### src/rtl/synd_cal_odd_seq_pkg.sv
// Shared definitions for the odd-syndrome BCH calculator: field defaults, FSM
// state encoding and the elaboration-time helpers used to build constant multipliers.
package synd_cal_odd_seq_pkg;

    localparam int          GF_LEN_DEF    = 10;
    localparam logic [10:0] PRIM_POLY_DEF = 11'h409;
    localparam int          GF_MAX        = 32;

    typedef enum logic [1:0] {
        ST_IDLE  = 2'd0,
        ST_ACCUM = 2'd1,
        ST_DONE  = 2'd2
    } state_t;

    // alpha^exp as a polynomial-basis element; poly includes the x^gf_len term
    function automatic logic [GF_MAX-1:0] alpha_pow(input int gf_len,
                                                    input logic [GF_MAX-1:0] poly,
                                                    input int exp);
        logic [GF_MAX-1:0] v;
        v = 1;
        for (int i = 0; i < exp; i++) begin
            v = v << 1;
            if (v[gf_len]) v = v ^ poly;
        end
        return v;
    endfunction

    function automatic int clog2(input int value);
        int r;
        r = 0;
        for (int i = 0; i < 31; i++) begin
            if (((value - 1) >> i) != 0) r = i + 1;
        end
        return r;
    endfunction

endpackage

### src/rtl/synd_cal_odd_seq_gf_mult.sv
// Combinational multiply of a field element by the constant alpha^EXP.
// Each input bit i selects the column alpha^(i+EXP); the product is their XOR.
module gf_const_mult
    import synd_cal_odd_seq_pkg::*;
#(
    parameter int               GF_LEN    = GF_LEN_DEF,
    parameter logic [GF_LEN:0]  PRIM_POLY = (GF_LEN+1)'(PRIM_POLY_DEF),
    parameter int               EXP       = 1
) (
    input  logic [GF_LEN-1:0] x,
    output logic [GF_LEN-1:0] y
);

    logic [GF_LEN-1:0] col [GF_LEN];

    for (genvar i = 0; i < GF_LEN; i++) begin : g_col
        localparam logic [GF_MAX-1:0] COL_VAL =
            alpha_pow(GF_LEN, GF_MAX'(PRIM_POLY), i + EXP);
        assign col[i] = COL_VAL[GF_LEN-1:0];
    end

    always_comb begin
        y = '0;
        for (int i = 0; i < GF_LEN; i++) begin
            if (x[i]) y = y ^ col[i];
        end
    end

endmodule

### src/rtl/synd_cal_odd_seq.sv
// Bit-serial odd-syndrome calculator (S1, S3, ... S(2T-1)) with start/enable framing.
//
//   state    | meaning
//   ---------+--------------------------------------------------------
//   ST_IDLE  | after reset; waits for start, enables ignored
//   ST_ACCUM | Horner accumulation, one accepted bit per enabled cycle
//   ST_DONE  | N_BITS bits taken; syndromes frozen and valid until next start
module synd_cal_odd_seq
    import synd_cal_odd_seq_pkg::*;
#(
    parameter int               GF_LEN    = GF_LEN_DEF,
    parameter logic [GF_LEN:0]  PRIM_POLY = (GF_LEN+1)'(PRIM_POLY_DEF),
    parameter int               T_CORR    = 3,
    parameter int               N_BITS    = 1023
) (
    input  logic                     clk,
    input  logic                     in_ctr_Arst_n,
    input  logic                     in_ctr_start,
    input  logic                     in_ctr_en,
    input  logic                     in_data,
    output logic                     out_ctr_busy,
    output logic                     out_ctr_done,
    output logic                     out_ctr_valid,
    output logic                     out_ctr_zero,
    output logic [T_CORR*GF_LEN-1:0] out_synd_TP
);

    localparam int              CNT_W    = clog2(N_BITS + 1);
    localparam logic [CNT_W-1:0] CNT_LAST = CNT_W'(N_BITS - 1);

    state_t             state;
    logic [CNT_W-1:0]   cnt;
    logic [GF_LEN-1:0]  synd [T_CORR];
    logic [GF_LEN-1:0]  prod [T_CORR];
    logic [GF_LEN-1:0]  first_bit;

    assign first_bit = {{(GF_LEN-1){1'b0}}, in_data};

    for (genvar k = 0; k < T_CORR; k++) begin : g_synd
        gf_const_mult #(
            .GF_LEN    (GF_LEN),
            .PRIM_POLY (PRIM_POLY),
            .EXP       (2*k + 1)
        ) u_mult (
            .x (synd[k]),
            .y (prod[k])
        );
        assign out_synd_TP[k*GF_LEN +: GF_LEN] = synd[k];
    end

    always_ff @(posedge clk or negedge in_ctr_Arst_n) begin
        if (!in_ctr_Arst_n) begin
            state         <= ST_IDLE;
            cnt           <= '0;
            out_ctr_busy  <= 1'b0;
            out_ctr_done  <= 1'b0;
            out_ctr_valid <= 1'b0;
            for (int k = 0; k < T_CORR; k++) synd[k] <= '0;
        end else begin
            out_ctr_done <= 1'b0;
            // start wins in every state, so a running frame is silently abandoned
            if (in_ctr_start) begin
                state         <= ST_ACCUM;
                out_ctr_busy  <= 1'b1;
                out_ctr_valid <= 1'b0;
                cnt           <= in_ctr_en ? CNT_W'(1) : '0;
                for (int k = 0; k < T_CORR; k++)
                    synd[k] <= in_ctr_en ? first_bit : '0;
            end else begin
                case (state)
                    ST_ACCUM: begin
                        if (in_ctr_en) begin
                            cnt <= cnt + CNT_W'(1);
                            for (int k = 0; k < T_CORR; k++)
                                synd[k] <= prod[k] ^ first_bit;
                            if (cnt == CNT_LAST) begin
                                state         <= ST_DONE;
                                out_ctr_busy  <= 1'b0;
                                out_ctr_done  <= 1'b1;
                                out_ctr_valid <= 1'b1;
                            end
                        end
                    end
                    default: ;
                endcase
            end
        end
    end

    assign out_ctr_zero = out_ctr_valid & ~(|out_synd_TP);

endmodule

### config.mk
export PLATFORM = sky130hd
export DESIGN_NAME = synd_cal_odd_seq
export DESIGN_NICKNAME = d
export VERILOG_FILES = /design/src/rtl/synd_cal_odd_seq_pkg.sv /design/src/rtl/synd_cal_odd_seq_gf_mult.sv /design/src/rtl/synd_cal_odd_seq.sv
export SDC_FILE = /design/constraint.sdc
export NUM_CORES = 1
export LEC_CHECK = 0
export CORE_ASPECT_RATIO = 1.5
export CORE_MARGIN = 2
export CORE_UTILIZATION = 30
export CTS_CLUSTER_SIZE = 16
export DETAILED_ROUTE_END_ITERATION = 8
export SYNTH_ARGS = -nofsm -noshare
export SYNTH_HDL_FRONTEND = slang
export SYNTH_SLANG_ARGS = --single-unit
### constraint.sdc
create_clock -name clk -period 1.4 [get_ports clk]
set_input_delay 0.21 -clock clk [delete_from_list [all_inputs] [get_ports clk]]
set_output_delay 0.21 -clock clk [all_outputs]
set_load 0.01 [all_outputs]
==> results.md, run 1 <==
* Library cells used by synthesis at 30
* Maximum clock frequency at 603 MHz
* CP Capture Type: output port
* Post-synth EDFFs at 0
* Initial antenna violation count at 0
* Top FF cell, synth: dfrtp_1
* Final period utilization at 118%
* CTS H-tree depth at 2
* Area Growth Syn to Fin at 69.8%
* Total Routing Usage GR at 16.0%
* Sink Count at 43
* WL/cell at 14.9 microns
* Largest net degree at the start of global routing at 44
* PD cells at 857 nW/um^2
* Fin area at 3360 sq um
* Die ar. at 7270 sq um
* CTS Buffer Depth at 2
* Endpoints failing hold at 0
* Seq/Total Area, Yosys at 54.4%
* Peak supply drop at 622 uV
* Worst Tran Pin Value at 262 ps
* CTS Root Cell: clkbuf_8
* Min-Delay Path Class: in -> async
* Remaining DRCs at 0
* Post-synthesis instance area at 1980 sq um
* ANT nets after route at 0
* Avg Cell Area, Syn at 9.64 sq um
* DRT iter0 DRCs at 40
* Via density at 4.92
* Cells after Synth at 205
* Critical path data arrival time at 1450 ps
* Synth Register Bits at 43
* Layout cells sized above 1 at 46.4%
* Clock slew at reported path FFs at 90 ps
* Status: finished with violations
* Inserted Diodes at 0
* Placed Instance Area at 2800 sq um
* Initial core utilization at 30.7%
* DP Wirelength at 3.62 mm
* Setup slack after placement at -441 ps
* Final WL at 5.69 mm
* I/O pin count at 39
* CTS tree: built
* Final setup viols at 7
* Final Slew Violations at 0
* # nets final at 312
* MaxCap Viol Count at 0
* Final core utilization at 52.1%
* Startpoint types: flip-flop
* Worst slew margin at 82.4%
* Pleak at 1.60 nW
* RSZ-0062 raised after global routing: yes
* Failing checks: setup timing
* Drt first pass iters at 4
* First-pass GRT wire length at 9.16 mm
* RD Place Congestion at 0.778
* DIE HEIGHT at 103 microns
* Minimum clock period at 1660 ps
* Row count at 36
* Fill cell count at 588
* Crit Path Category: reg -> out
* Vias in the first global route at 1,927
* Number of CTS-inserted buffers at 5
* Critical path fanouts, max at 2
* Worst setup margin at -257 ps
* Post-synth ARST share at 100%
* Chip Width at 70.3 microns
* Grt ovf at 0
* Core ar. at 6440 sq um
* Port buffer count at 38
* Clk Latency, worst-skew pair at 300 ps
* Mapped Nets at 212
* DR vias at 1,879
* Worst path required time at 1190 ps
* Synth warn at 0
* Setup Skew at 12.5 ps
final cells by class:
class / count / area (sq um) / share of cell area [%]
clock buffers: 6 / 82.6 / 2.46
clock inverters: 2 / 35.0 / 1.04
inverters: 2 / 7.51 / 0.224
multi-input cells: 148 / 1110 / 33.1
flip-flops and latches: 43 / 1080 / 32.1
well taps: 76 / 95.1 / 2.83
repair buffers: 105 / 950 / 28.3
synth_stat cells, drive strengths merged, types with 2 or more instances:
cell     n  area [sq um]
a22oi    3          22.5
nand2   43           161
a21oi   19          95.1
nand3    4          20.0
xnor2   10          87.6
nor4     7          50.1
clkbuf   8          30.0
o31ai    3          22.5
ha       2          25.0
buf      4          20.0
a211oi  10          75.1
dfrtp   43          1080
o21ai    4          20.0
nand4    5          46.3
xor2     6          52.6
inv      2          7.51
nor2    21          78.8
logic make-up after synthesis:
logic type	Yosys count	synth area share (%)
adder cells (fa/ha/maj)	2	1.27
AO/OA/AOI/OAI	41	12.7
buffers and inverters	14	2.91
AND/OR/NAND/NOR	89	21.6
flip-flops	43	54.4
XOR/XNOR	16	7.09
what timing repair did:
action,in CTS,in global routing
pin swaps,41,29
hold buffers,1,0
setup buffers,9,3
setup endpoints to repair,66,38
endpoints found under the hold margin,43,0
resized for setup,95,40
gates cloned,3,0
layout by cell type, fill, tap and decap left out, types with 5 or more instances in the layout:
| master | synthesis | routed |
|---|---|---|
| a211oi_2 | 0 | 7 |
| a21oi_1 | 19 | 5 |
| a21oi_2 | 0 | 14 |
| buf_4 | 0 | 48 |
| buf_6 | 0 | 12 |
| clkbuf_8 | 0 | 6 |
| dfrtp_1 | 43 | 43 |
| dlygate4sd2_1 | 0 | 31 |
| nand2_1 | 43 | 22 |
| nand2_2 | 0 | 18 |
| nor2_1 | 21 | 16 |
| xnor2_1 | 10 | 10 |
| xor2_1 | 6 | 6 |
layer usage:
| layer | wire length [microns] | GRT usage [%] |
|---|---|---|
| met1 | 2360 | 18.7 |
| met4 | 68 | 6.21 |
| met3 | 165 | 2.42 |
| met2 | 3100 | 29.5 |
| met5 | 0 | 0 |
worst paths after layout:
check,start,to,slack [ps],depth (start not counted)
min in group clk,cnt[9],cnt[9],560,2
max in group asynchronous,in_ctr_Arst_n,out_synd_TP[1],770,3
hold reg to reg,cnt[9],cnt[9],560,2
setup / recovery,out_synd_TP[29],out_ctr_zero,-260,4
setup reg to reg,out_ctr_valid,cnt[8],-30,6
hold / removal,in_ctr_Arst_n,cnt[7],400,3
registers in the layout (all words and copies together), names as in the netlist:
name           count
out_ctr_valid      1
state              1
out_synd_TP       30
out_ctr_done       1
cnt               10
power breakdown:
group / internal (mW) / total [mW] / switching, mW
clock: 0.578 / 1.01 / 0.436
sequential: 1.29 / 1.32 / 0.0333
combinational: 0.267 / 0.546 / 0.278
through the flow:
step / power (mW) / TNS [ps] / cells / hold slack, ps
2_1_floorplan: 1.52 / 0 / 205 / -85.6
3_3_place_gp: 1.77 / -9860 / 359 / 216
3_5_place_dp: 1.78 / -9820 / 359 / 207
4_1_cts: 2.85 / -337 / 380 / 419
5_1_grt: 3.00 / -1300 / 382 / 426
6_report: 2.88 / -362 / 382 / 404
worst max-delay path, stage by stage, from the launching register on:
cell and delay (ps):
dfrtp_1 390, nor4_2 310, nand4_1 160, nor2_1 160
buf_2 150
Power figures use the tool's default switching activity.
==> inputs of run 2 (changes only) <==
Settings changed: MAX_ROUTING_LAYER set to met4.
==> run 2 against run 1 <==
  * The flow still finishes with violations (setup timing)
  * Final area unchanged
  * Clock-buffer cell count unchanged
  * Non-clock buffer count unchanged
  * Largest power group unchanged
==> results.md, run 2 (synthesis results as in run 1) <==
* Status: finished with violations
* Failing checks: setup timing
* Critical path depth at 4
* Remaining DRCs at 0
* Internal power at 2.13 mW
* CTS Root Cell: clkbuf_8
* Largest net degree at the start of global routing at 44
* Critical path data arrival time at 1440 ps
* Worst path required time at 1190 ps
* Clock slew at reported path FFs at 90 ps
* First-pass GRT wire length at 9.14 mm
* Total Routing Usage GR at 16.4%
* Crit path cell chain: nor4_2, nand4_1, nor2_1, buf_2
* Pleak at 1.60 nW
* MaxCap Viol Count at 0
* # nets final at 312
* Clk Latency, worst-skew pair at 300 ps
* Final period utilization at 118%
* Max stage delay on crit path at 390 ps
* Startpoint types: flip-flop
* Vias in the first global route at 1,928
* Final setup viols at 7
* Most frequent cells in the layout: buf_4 (48), dfrtp_1 (43), dlygate4sd2_1 (31), nand2_1 (22), nand2_2 (18)
* RSZ-0062 raised after global routing: yes
* Sequential Power Share at 45.8%
* DIE HEIGHT at 103 microns
* Final Slew Violations at 0
* Layout cells sized above 1 at 46.4%
* Sw Ratio at 26.1%
* Worst R2R End: cnt[8]
* Worst setup margin at -252 ps
* Min-Delay Path Class: in -> async
* Clock Power Share at 35.3%
* Minimum clock period at 1650 ps
* CP Capture Type: output port
* CTS H-tree depth at 2
* DP Wirelength at 3.62 mm
* Fill cell count at 588
* Grt ovf at 0
* ANT nets after route at 0
* Endpoints failing hold at 0
* Buf/Inv on CP at 1
* Chip Width at 70.3 microns
* Initial antenna violation count at 0
* CTS Buffer Depth at 2
* Logic pwr share at 18.9%
* Area Growth Syn to Fin at 69.8%
* I/O pin count at 39
* Worst Tran Pin Value at 261 ps
* Sink Count at 43
* DRT iter0 DRCs at 38
* Commonest non-fill, non-tap cell in the layout: buf_4
* Slowest CP cell: dfrtp_1
* Max reg flops at 30
* Core ar. at 6440 sq um
* Crit path from: out_synd_TP[29]
* Port buffer count at 38
* Die ar. at 7270 sq um
* RD Place Congestion at 0.788
* Worst r2r path cells at 6
* CTS tree: built
* Maximum clock frequency at 605 MHz
* Critical path fanouts, max at 2
* DR vias at 1,887
* Setup slack after placement at -441 ps
* Row count at 36
* Inserted Diodes at 0
* CP delay by family, top: simple AND/OR/NAND/NOR gates
* R2R setup slack at -30 ps
* Worst slew margin at 82.5%
* Via density at 4.94
* WL/cell at 14.9 microns
* Final WL at 5.68 mm
* CP endpoint: out_ctr_zero
* Setup Skew at 11.5 ps
* Peak supply drop at 621 uV
* Psw at 0.751 mW
* PD cells at 858 nW/um^2
* RR Startpoint: out_ctr_valid
* Number of CTS-inserted buffers at 5
* Drt first pass iters at 4
* Crit Path Category: reg -> out
* Pwr Total at 2.88 mW
* Initial core utilization at 30.7%
run 2: how the worst min path moves through the flow:
stage                        from  endpoint  slack (ps)  depth (start not counted)
floorplan           in_ctr_Arst_n    cnt[0]         -90                          0
global placement    in_ctr_Arst_n    cnt[8]         220                          2
detailed placement  in_ctr_Arst_n    cnt[6]         210                          2
CTS                 in_ctr_Arst_n    cnt[8]         420                          3
global route        in_ctr_Arst_n    cnt[8]         420                          3
finish              in_ctr_Arst_n    cnt[7]         410                          3
run 2: cell type report:
type	count	area [sq um]	area share, %
multi-input cells	148	1110	33.1
repair buffers	105	950	28.3
well taps	76	95.1	2.83
clock buffers	6	82.6	2.46
flip-flops and latches	43	1080	32.1
clock inverters	2	35.0	1.04
inverters	2	7.51	0.224
run 2: timing repair:
action,4_1_cts,5_1_grt
hold buffers,1,0
endpoints found under the setup margin,66,38
setup buffers,9,3
hold endpoints to repair,43,0
resized for setup,95,40
cloned,3,0
pin swaps,41,29
run 2: stage by stage:
stage	instances	util (%)	hold slack [ps]	cell area, sq um	setup TNS, ps
after floorplan	205	-	-85.6	1980	0
after global placement	359	43.5	216	2800	-9860
after detailed placement	359	43.5	207	2800	-9820
after CTS	380	49.6	419	3200	-337
after global routing	382	52.1	425	3360	-1310
final	382	52.1	405	3360	-369
run 2: power groups by stage:
stage	logic [mW]	registers, mW	clock network (mW)
after floorplan	0.146	1.37	0
final	0.545	1.32	1.02
after CTS	0.498	1.32	1.04
after global placement	0.435	1.34	0
after global routing	0.589	1.33	1.08
after detailed placement	0.435	1.34	0
run 2: worst register-to-register path, delay by kind of cell (launching register included):
family	cells	cell delay, ps
buffers and inverters	2	230
AND/OR/NAND/NOR	3	530
flip-flops	1	400
XOR/XNOR	1	180
run 2: routing by layer:
layer / track usage, % / up-vias / routed length [microns]
met2: 29.4 / 34 / 3060
li1: - / 907 / -
met5: - / - / 0
met4: 6.21 / 0 / 87
met3: 2.42 / 7 / 156
met1: 18.5 / 939 / 2380
==> inputs of run 3 (changes only) <==
Settings changed: ABC_CLOCK_PERIOD_IN_PS set to 1400, SYNTH_HIERARCHICAL set to 1.
==> run 3 against run 2 <==
  * The run still ends with setup timing left
  * Non-clock buffer count increased by 2
  * Via count rose by 7.7%
  * Worst hold slack got worse by 20 ps
  * First-iteration DRC count increased by 100%
  * Critical path depth unchanged
  * Maximum frequency increased by 2.9%
  * Synthesized area grew 11%
  * Worst setup slack better by 46 ps
  * Core utilization decreased by 1.1 points
  * Final area rose by 9.0%
==> results.md, run 3 <==
* Most frequent cells in the layout: buf_4 (52), dfrtp_1 (42), nand2_1 (33), dlygate4sd2_1 (28), a21oi_2 (27)
* Setup tns final at -600 ps
* Minimum clock period at 1610 ps
* DRT iter0 DRCs at 76
* Inserted Diodes at 0
* Area Growth Syn to Fin at 66.5%
* Post-synthesis instance area at 2200 sq um
* Final core utilization at 51.0%
* Commonest non-fill, non-tap cell in the layout: buf_4
* MaxCap Viol Count at 0
* Row count at 38
* Chip Width at 73.9 microns
* Layout cells sized above 1 at 50.9%
* Post-Layout Cell Count at 418
* CP Capture Type: output port
* Synth area leaders: dfrtp_1 (49%), nand2_1 (9.7%), a21oi_1 (7.5%), buf_4 (7.5%), xor2_1 (3.6%)
* Final WL at 6.36 mm
* Max reg flops at 30
* Worst Tran Pin Value at 454 ps
* Commonest cells in the netlist: nand2_1 (57), dfrtp_1 (43), a21oi_1 (33)
* RSZ-0062 raised after global routing: yes
* Final setup viols at 19
* Maximum clock frequency at 623 MHz
* Die ar. at 8040 sq um
* R2R setup slack at -110 ps
* Clock slew at reported path FFs at 80 ps
* Status: finished with violations
* Number of CTS-inserted buffers at 5
* Synth top area share at 48.9%
* Final Slew Violations at 0
* Failing checks: setup timing
* Top FF cell, synth: dfrtp_1
* Critical path fanouts, max at 2
* Met2 wirelength from detailed routing at 3.63 mm
* Endpoints failing hold at 0
* Avg Cell Area, Syn at 9.28 sq um
* Cells after Synth at 237
* Pleak at 1.80 nW
* Final hold slack at 385 ps
* Startpoint types: flip-flop
* DIE HEIGHT at 109 microns
* Vias in the first global route at 1,938
* Top Metal Used: met4
* ANT nets after route at 0
* Seq/Total Area, Yosys at 48.9%
* Most frequent cell after synthesis: nand2_1
* Final period utilization at 115%
* Met3 wire len at 129 microns
* Post-synth ARST share at 100%
* Metal-1 WL at 2.54 mm
* WL/cell at 15.2 microns
* DR vias at 2,032
* Synth warn at 6
* RR Startpoint: out_ctr_valid
* Library cells used by synthesis at 38
* CTS H-tree depth at 2
* Clk Latency, worst-skew pair at 300 ps
* PD cells at 699 nW/um^2
* Worst r2r path cells at 5
* # nets final at 325
* Setup Skew at 5.61 ps
* Core ar. at 7180 sq um
* Worst R2R End: cnt[3]
* Via density at 4.86
* CTS tree: built
* Remaining DRCs at 0
* Sink Count at 43
* Setup slack after placement at -391 ps
* Worst slew margin at 69.8%
* DP Wirelength at 4.06 mm
* Worst setup margin at -206 ps
* I/O pin count at 39
* First-pass GRT wire length at 9.40 mm
* RD Place Congestion at 0.769
* Drt first pass iters at 4
* Worst path required time at 1190 ps
* Port buffer count at 38
* Total Routing Usage GR at 15.4%
* Post-synth EDFFs at 0
* Critical path data arrival time at 1400 ps
* Dominant cell type by area after synthesis: dfrtp_1
* Mapped Nets at 244
* Grt ovf at 0
* Initial core utilization at 30.6%
* Placed Cells at 395
* Largest net degree at the start of global routing at 27
* Min-Delay Path Class: in -> async
* Fill cell count at 639
* Peak supply drop at 410 uV
* CTS Buffer Depth at 2
* Crit Path Category: reg -> out
* Initial antenna violation count at 0
* Synth Register Bits at 43
* CTS Root Cell: clkbuf_8
run 3: cell types whose count changed in the layout (fill, tap and decap cells not counted), sizes merged, moves of 2 or more:
cell	change
nor2	-15
a21oi	+14
nand2	+14
a211oi	-9
xnor2	-8
clkbuf	+4
o31ai	+4
dlygate4sd2	-3
o2bb2ai	+3
or4	+3
xor2	+3
clkdlybuf4s15	+2
inv	+2
o21ai	-2
run 3: cell type report:
class                   count  area [sq um]  share of cell area (%)
clock buffers               6          82.6                    2.26
clock inverters             1          5.00                   0.137
multi-input cells         157          1360                    37.2
inverters                   4          17.5                   0.479
repair buffers            107           991                    27.1
flip-flops and latches     43          1080                    29.4
well taps                 100           125                    3.42
run 3: routing by layer:
layer | up-vias | global-route usage (%)
met5 | - | -
met4 | 0 | 4.68
met3 | 7 | 2.59
met2 | 33 | 27.0
met1 | 1026 | 17.8
li1 | 966 | -
run 3: how the worst max path moves through the flow:
stage	from	endpoint	slack (ps)
after floorplan	cnt[0]	cnt[6]	60
after CTS	out_synd_TP[24]	out_ctr_zero	-270
after global placement	out_synd_TP[23]	out_ctr_zero	-360
after detailed placement	out_synd_TP[7]	out_ctr_zero	-390
after global routing	out_synd_TP[13]	out_ctr_zero	-320
final	out_synd_TP[15]	out_ctr_zero	-210
run 3: metrics by stage:
step / total power [mW] / instance area, sq um
2_1_floorplan: 1.45 / 2200
3_3_place_gp: 1.61 / 2900
3_5_place_dp: 1.61 / 2900
4_1_cts: 2.44 / 3080
5_1_grt: 2.65 / 3660
6_report: 2.56 / 3660
run 3: what timing repair did:
action,in CTS,in global routing
endpoints found under the setup margin,67,38
buffers inserted,7,4
pin swaps,6,64
hold buffers,1,0
cloned,1,3
hold endpoints to repair,17,0
resized for setup,50,121
run 3: where the power goes:
group	switching (mW)	total (mW)	internal (mW)
clock	0.430	0.818	0.388
sequential	0.0216	1.29	1.26
combinational	0.238	0.454	0.216
total	0.690	2.56	1.87
run 3: worst max-delay path: stages (launching register included):
cell and delay, ps:
dfrtp_1 390, nor4_2 310, nand4_1 160, nor2_1 100, buf_2 130
run 3: logic make-up after synthesis:
| group | after synthesis | synth area share [%] |
|---|---|---|
| AOI/OAI and AO/OA | 51 | 13.7 |
| buffers and inverters | 37 | 10.4 |
| and+or+nand+nor | 92 | 21.0 |
| DFF | 43 | 48.9 |
| xor gates and xnor gates | 11 | 4.38 |
| adders and majority gates | 2 | 1.14 |
| muxes | 1 | 0.512 |
